File: config.mk
export PLATFORM = sky130hd
export DESIGN_NAME = beat_timing_gen
export DESIGN_NICKNAME = d
export VERILOG_FILES = /design/src/rtl/beat_timing_gen.sv
export SDC_FILE = /design/constraint.sdc
export NUM_CORES = 1
export LEC_CHECK = 0
export BUFFER_PORTS_ARGS = -buffer_cell sky130_fd_sc_hd__buf_2
export CELL_PAD_IN_SITES_DETAIL_PLACEMENT = 0
export CELL_PAD_IN_SITES_GLOBAL_PLACEMENT = 1
export CORE_AREA = 2 2 63 53
export CTS_CLUSTER_SIZE = 20
export DETAILED_ROUTE_END_ITERATION = 7
export DIE_AREA = 0 0 65 55
export PLACE_DENSITY_LB_ADDON = 0.1
export SLEW_MARGIN = 10
export SYNTH_ARGS = -nofsm -noshare
export SYNTH_HDL_FRONTEND = slang
export SYNTH_SLANG_ARGS = --single-unit
File: constraint.sdc
create_clock -name CLK -period 1.6 [get_ports CLK]
set_clock_uncertainty 0.1 [all_clocks]
set_input_delay 0.16 -clock CLK [delete_from_list [all_inputs] [get_ports CLK]]
set_output_delay 0.16 -clock CLK [all_outputs]
set_load 0.02 [all_outputs]
File: src/rtl/beat_timing_gen.sv
// Beat/phase timing generator for the hardwired controller.
// Emits one-hot W beats and the T3 sampling pulse.
module beat_timing_gen #(
  parameter int TW    = 3,
  parameter int CNT_W = 16
) (
  input  logic             CLK,
  input  logic             CLR,
  input  logic             QD,
  input  logic             DP,
  input  logic             SHORT,
  input  logic             LONG,
  input  logic             STOP,
  output logic [2:0]       W_clk,
  output logic             T_clk_3,
  output logic             RUNNING,
  output logic [CNT_W-1:0] BEATS
);

  localparam int PW = $clog2(TW);
  localparam logic [PW-1:0] LAST = PW'(TW - 1);

  localparam logic [2:0] W1 = 3'b001;
  localparam logic [2:0] W2 = 3'b010;
  localparam logic [2:0] W3 = 3'b100;

  logic qd_s1;
  logic qd_s2;
  logic qd_s3;
  logic qd_edge;

  logic [PW-1:0]    phase;
  logic [PW-1:0]    phase_nx;
  logic             running_nx;
  logic             t3_nx;
  logic [2:0]       w_nx;
  logic [2:0]       w_sel;
  logic [CNT_W-1:0] beats_nx;
  logic             beat_end;

  // QD is an async button: two sync flops, one for the edge
  always_ff @(posedge CLK or negedge CLR) begin
    if (!CLR) begin
      qd_s1   <= 1'b0;
      qd_s2   <= 1'b0;
      qd_s3   <= 1'b0;
      qd_edge <= 1'b0;
    end else begin
      qd_s1   <= QD;
      qd_s2   <= qd_s1;
      qd_s3   <= qd_s2;
      qd_edge <= qd_s2 & ~qd_s3;
    end
  end

  // Non-one-hot beats fall into default and recover to W1
  always_comb begin
    w_sel = W1;
    case (W_clk)
      W1:      w_sel = SHORT ? W1 : W2;
      W2:      w_sel = LONG ? W3 : W1;
      W3:      w_sel = W1;
      default: w_sel = W1;
    endcase
  end

  always_comb begin
    beat_end   = RUNNING && (phase == LAST);
    phase_nx   = phase;
    running_nx = RUNNING;
    w_nx       = W_clk;
    beats_nx   = BEATS;
    if (!RUNNING) begin
      phase_nx = '0;
      if (qd_edge) begin
        running_nx = 1'b1;
      end
    end else if (beat_end) begin
      phase_nx   = '0;
      beats_nx   = BEATS + 1'b1;
      w_nx       = w_sel;
      running_nx = !(STOP || DP);
    end else begin
      phase_nx = phase + 1'b1;
    end
    t3_nx = running_nx && (phase_nx == LAST);
  end

  always_ff @(posedge CLK or negedge CLR) begin
    if (!CLR) begin
      phase   <= '0;
      RUNNING <= 1'b0;
      W_clk   <= W1;
      T_clk_3 <= 1'b0;
      BEATS   <= '0;
    end else begin
      phase   <= phase_nx;
      RUNNING <= running_nx;
      W_clk   <= w_nx;
      T_clk_3 <= t3_nx;
      BEATS   <= beats_nx;
    end
  end

endmodule

==> out/qor.yml, run 1 <==
power_and_ir_drop:
  power_density_nw_per_um2: 1380
  p_leak_nw: 0.736
  ir_drop_uv: 716
  power_mw: 1.96
drt:
  ant_nets: 0
  vias: 768
  drt_iter0_drc: 21
  routedWlPerCell_um: 12.3
  first_pass_iters: 4
  via_per_inst: 4.68
  finalWirelength_um: 2020
  remaining_drc_errors: 0
floorplan:
  core_um2: 2950
  start_util: 0.388
  die_h_um: 55
  design.portCount: 28
  dieArea_um2: 3580
  die_w_um: 65
  fp-row-count: 18
worst_setup_path:
  required_ns: 1.66
  path_class: "reg2reg"
  crit_chain: "nand3b_4 -> nor4_4 -> nand3_1 -> xnor2_1"
  crit_path_max_incr_delay_ns: 0.41
  cp-start-kind: "flop"
  slowest_stage: "dfrtp_1"
  cpLargestDelayFamily: "simple AND/OR/NAND/NOR gates"
  path_buf_inv: 0
  worstPathMaxFanout: 4
  end_kind: "flop"
  critical_path_arrival_ns: 1.55
logic_synthesis:
  avgSynthCellArea_um2: 12.9
  yosysTopAreaCellShare: 0.568
  synth-seq-cells: 27
  ys_seq_area_frac: 0.591
  synth_area_leaders: "dfrtp_1 (57%), xnor2_1 (8.4%), nor4_4 (5.6%)"
  ys_types: 27
  syn_inst: 89
  syn-num-nets: 97
  syn_area_um2: 1140
  synth_area_leader_cell: "dfrtp_1"
  yosys_warnings: 0
timing:
  clock.fmax_ghz: 0.672
  drv_slew: 0
  relSlewSlack: 0.598
  finalSetupViolations: 0
  hold_viol_final: 0
  period_minus_slack_ns: 1.49
  tightest_slew_ns: 0.603
  rsz0062_at_grt: "true"
  fin_hold_ws_ns: 0.0662
  fin_crit_sh: 0.929
grt:
  grt_pass1_wl_um: 3440
  grt_max_degree: 28
  grt_overflow: 0
  antenna_found_initial: 0
  grtUsageMet3: 0.0445
  gr-usage-all-layers: 0.132
  busiest_layer: "met2"
  use_met1: 0.181
  first_global_vias: 725
  grtUsageMet2: 0.196
finish:
  post-route-util: 0.481
  n_antenna_cell: 0
  area_growth_pct: 23.9
  drive_above_1_share: 0.371
  layout.nets: 133
  stdcell_count: 164
cts:
  cts-root-buf: "clkbuf_8"
  clk_pin_slew_ns: 0.09
  insertion_delay_ns: 0.27
  ctsLongestPathBuffers: 2
  cts_tree: "built"
  cts.sinks: 27
  ctsHtreeMaxLevel: 1
  cts_buffers: 3
run_status:
  status: "completed"
place:
  hpwl_um: 1510
  place_congestion: 0.703
  numPlacedInstances: 158
  io_buffers: 27
min_path:
  min_path_type: "in2reg"
flow_run:
  max_cap_viol_count: 0
## state kept, by name, indices dropped and copies added (netlist names)
| name | count |
|---|---|
| qd_s3 | 1 |
| qd_edge | 1 |
| T_clk_3 | 1 |
| qd_s2 | 1 |
| BEATS | 16 |
| qd_s1 | 1 |
| phase | 2 |
| RUNNING | 1 |
| W_clk | 3 |
## tightest hold or removal path, stage by stage
cell and delay [ns]:
buf_2 0.08, nor2_1 0.03, o22a_1 0.14
## cells in the final DEF, fill, tap and decap left out, drive strengths merged
cell type | Yosys | layout
a21o | 2 | 2
a21oi | 1 | 1
and2 | 1 | 1
and3 | 1 | 1
and3b | 1 | 1
buf | 1 | 30
clkbuf | 0 | 4
dfrtp | 26 | 26
dfstp | 1 | 1
dlygate4sd3 | 0 | 2
ha | 1 | 1
inv | 2 | 2
nand2 | 9 | 9
nand3 | 7 | 7
nand3b | 1 | 1
nand4 | 3 | 3
nor2 | 7 | 7
nor2b | 1 | 1
nor3 | 1 | 1
nor3b | 1 | 1
nor4 | 4 | 4
nor4b | 1 | 1
o21ai | 1 | 1
o22a | 1 | 1
xnor2 | 11 | 11
xor2 | 4 | 4
## Yosys cell counts
master / instances
dfrtp_1: 26
xnor2_1: 11
nand2_1: 9
nor2_1: 7
nand3_1: 5
xor2_1: 4
nand4_1: 3
nor4_4: 3
a21o_1: 2
inv_1: 2
a21oi_1: 1
and2_1: 1
and3_1: 1
and3b_2: 1
buf_6: 1
dfstp_2: 1
ha_1: 1
nand3_2: 1
nand3_4: 1
nand3b_4: 1
nor2b_1: 1
nor3_1: 1
nor3b_1: 1
nor4_1: 1
nor4b_1: 1
o21ai_0: 1
o22a_1: 1
## where the power goes
group	internal (mW)	leakage [nW]	switching (mW)	total [mW]
Clock	0.178	0.0228	0.203	0.381
Combinational	0.245	0.364	0.347	0.592
Sequential	0.834	0.349	0.150	0.984
Total	1.26	0.736	0.700	1.96
## path summary, 6_finish.rpt
kind	start	end	slack, ns	cells after the start
max	phase[0]	BEATS[12]	0.11	4
min	STOP	RUNNING	0.07	3
max reg2reg	phase[0]	BEATS[12]	0.11	4
min reg2reg	qd_s1	qd_s2	0.26	0
max in group asynchronous	CLR	BEATS[1]	0.65	2
min in group asynchronous	CLR	RUNNING	0.33	2
## kinds of logic (layout without fill, tap and decap cells)
group           count (synthesis)  count (layout)  synth area share
simple gates                   38              38             0.237
flops                          27              27             0.591
fa+ha+maj                       1               1            0.0109
compound gates                  5               5            0.0295
xor+xnor                       15              15             0.115
buf+inv                         3              38            0.0164
## stage by stage
step	setup WS [ns]	setup TNS [ns]	instance area, um2
after floorplan	0.0220	0	1150
final	0.113	0	1420
after global routing	-0.00465	-0.00465	1420
after detailed placement	0.0329	0	1340
after CTS	0.0110	0	1410
after global placement	0.0926	0	1340
## routing by layer
layer | vias to the layer above | routed length, um
met5 | - | 0
met4 | 0 | 19
met3 | 2 | 123
met2 | 20 | 884
met1 | 371 | 994
li1 | 375 | -
## cell type report
class | instances | area [um2]
multi-input combinational | 59 | 458
timing repair buffer | 32 | 178
sequential | 27 | 681
clock buffer | 4 | 45.0
tap | 40 | 50.0
inverter | 2 | 7.51
fill | 290 | 1530
## repair_timing
action                     CTS  global route
buffers inserted             0             0
gates resized for setup      0             3
hold buffers                 2             0
setup endpoints to repair    0             6
hold endpoints to repair    27             0
No activity file was read; power rests on OpenSTA's default activity.
==> run 2: changes to the inputs <==
--- a/config.mk
+++ b/config.mk
@@ -9,8 +9,9 @@
 export CELL_PAD_IN_SITES_DETAIL_PLACEMENT = 0
 export CELL_PAD_IN_SITES_GLOBAL_PLACEMENT = 1
-export CORE_AREA = 2 2 63 53
+export CORE_AREA = 2 2 61 52
+export CTS_BUF_LIST = sky130_fd_sc_hd__clkbuf_4 sky130_fd_sc_hd__clkbuf_8
 export CTS_CLUSTER_SIZE = 20
 export DETAILED_ROUTE_END_ITERATION = 7
-export DIE_AREA = 0 0 65 55
+export DIE_AREA = 0 0 63 54
 export PLACE_DENSITY_LB_ADDON = 0.1
 export SLEW_MARGIN = 10
==> constraint.sdc (replaced) <==
create_clock -name CLK -period 1.6 [get_ports CLK]
set_clock_uncertainty 0.1 [all_clocks]
set_input_delay 0.32 -clock CLK [delete_from_list [all_inputs] [get_ports CLK]]
set_output_delay 0.32 -clock CLK [all_outputs]
set_load 0.02 [all_outputs]
==> out/qor.yml, run 2 (synthesis gave the netlist of run 1 again) <==
cts:
  ctsLongestPathBuffers: 2  # unchanged
  clk_pin_slew_ns: 0.14  # +0.05 ns
  cts_tree: "built"
  insertion_delay_ns: 0.33  # +0.06 ns
  cts.sinks: 27  # unchanged
  post_cts_buffers: 0  # unchanged
  cts_buffers: 3  # unchanged
  cts-root-buf: "clkbuf_4"
  ctsHtreeMaxLevel: 1  # unchanged
timing:
  rsz0062_at_grt: "false"
  hold_viol_final: 0  # unchanged
  relSlewSlack: 0.604  # +0.00611
  period_minus_slack_ns: 1.52  # +0.0335 ns
  drv_slew: 0  # unchanged
  finalSetupTns_ns: 0  # unchanged
  tightest_slew_ns: 0.594  # -0.00916 ns
  worst_slack_ns: 0.0794  # -0.0335 ns
  fin_crit_sh: 0.950  # +0.0209
  fin_hold_ws_ns: 0.177  # +0.110 ns
  finalSetupViolations: 0  # unchanged
  clock.fmax_ghz: 0.658  # -2.2%
drt:
  drt_iter0_drc: 18  # -14%
  finalWirelength_um: 1920  # -5.0%
  first_pass_iters: 3  # -1
  routedWlPerCell_um: 11.6  # -6.1%
  vias: 769  # +0.13%
  via_per_inst: 4.63  # -1.1%
  ant_nets: 0  # unchanged
  remaining_drc_errors: 0  # unchanged
finish:
  top_regs: "BEATS: 16 flops, W_clk: 3 flops, phase: 2 flops"
  largest-register: "BEATS"
  layout_common_cells: "buf_2 (27), dfrtp_1 (24), xnor2_1 (11), nand2_1 (9), nor2_1 (7)"
  post-route-util: 0.495  # +0.0138
  area_growth_pct: 23.6
  n_fill_cell: 263  # -9.3%
  final_common_cell: "buf_2"
  stdcell_count: 166  # +1.2%
  layout.nets: 135  # +1.5%
  largest_reg_flops: 16  # unchanged
  drive_above_1_share: 0.373  # +0.00205
  fin_area_um2: 1420  # -0.26%
  n_antenna_cell: 0  # unchanged
power_and_ir_drop:
  internal_power_mw: 1.20  # -4.3%
  power_density_nw_per_um2: 1330  # -3.5%
  ir_drop_uv: 632  # -12%
  p_clk_frac: 0.163  # -0.032
  pwr-share-seq: 0.518  # +0.015
  p_leak_nw: 0.742  # +0.74%
  combPwrFrac: 0.320  # +0.017
  switching_share: 0.361  # +0.00313
  power_mw: 1.88  # -3.8%
  p_switching_mw: 0.679  # -3.0%
floorplan:
  design.portCount: 28  # unchanged
  die_w_um: 63  # -3.1%
  core_um2: 2860  # -3.1%
  start_util: 0.400  # +0.0122
  fp-row-count: 18  # unchanged
  die_h_um: 54  # -1.8%
  dieArea_um2: 3400  # -4.8%
worst_setup_path:
  path_class: "reg2reg"
  required_ns: 1.73  # +0.07 ns
  end_kind: "flop"
  crit_path_max_incr_delay_ns: 0.44  # +0.03 ns
  critical_path_arrival_ns: 1.65  # +0.10 ns
  crit_chain: "ha_1 -> nand3_2 -> buf_4 -> nor2_1 -> nand3_1 -> xnor2_1"
  worstPathMaxFanout: 5  # +1
  slowest_stage: "dfrtp_2"
  cp-start-kind: "flop"
place:
  io_buffers: 27  # unchanged
  hpwl_um: 1440  # -4.8%
  placed_area_um2: 1360  # +1.1%
  numPlacedInstances: 160  # +1.3%
  dp_slack_ns: 0.0433  # +0.0104 ns
  place_congestion: 0.728  # +3.6%
run_status:
  status: "completed"
min_path:
  min_path_type: "in2reg"
grt:
  grtUsageMet3: 0.0418  # -0.00269
  grt_max_degree: 28  # unchanged
  use_met1: 0.154  # -0.0278
  grt_pass1_wl_um: 3270  # -4.8%
  busiest_layer: "met2"
  grtUsageMet2: 0.218  # +0.0222
  first_global_vias: 738  # +1.8%
  antenna_found_initial: 0  # unchanged
  gr-usage-all-layers: 0.127  # -0.00430
  grt_overflow: 0  # unchanged
flow_run:
  max_cap_viol_count: 0  # unchanged
-- run 2: final timing paths --
check                         start       end  slack [ns]  depth (start not counted)
hold reg to reg               qd_s1     qd_s2        0.27                          0
hold / removal                SHORT  W_clk[0]        0.18                          3
setup / recovery           BEATS[0]  BEATS[6]        0.08                          6
max in group asynchronous       CLR  BEATS[0]        0.58                          2
min in group asynchronous       CLR  BEATS[3]        0.40                          2
setup reg to reg           BEATS[0]  BEATS[6]        0.08                          6
-- run 2: cell type report --
type                       count  area (um2)  share of cell area
tap                           40        50.0              0.0354
inverter                       2        7.51             0.00531
timing repair buffer          34         193               0.136
multi-input combinational     59         455               0.322
clock buffer                   4        30.0              0.0212
sequential                    27         679               0.480
-- run 2: metal layers --
metal / vias to the layer above / share of wire
met4: 0 / 0.010
li1: 381 / -
met3: 2 / 0.053
met2: 18 / 0.48
met1: 368 / 0.45
met5: - / 0
-- run 2: worst max-delay path, delay by kind of cell, from the launching register on --
family                   cells  cell delay (ns)
flip-flops                   1             0.44
AND/OR/NAND/NOR              3             0.39
adder cells (fa/ha/maj)      1             0.19
buffers and inverters        1             0.17
XOR/XNOR                     1             0.13
-- run 2: what timing repair did --
action                                 in CTS  in global routing
hold buffers                                2                  0
gates resized for setup                     0                  1
setup endpoints to repair                   0                  3
endpoints found under the hold margin      27                  0
-- run 2: power groups by stage --
stage	Combinational (mW)	Clock, mW	Sequential, mW
after detailed placement	0.603	0	0.987
after global routing	0.664	0.361	1.00
after global placement	0.599	0	0.983
after floorplan	0.265	0	1.11
final	0.602	0.306	0.974
after CTS	0.609	0.326	0.973
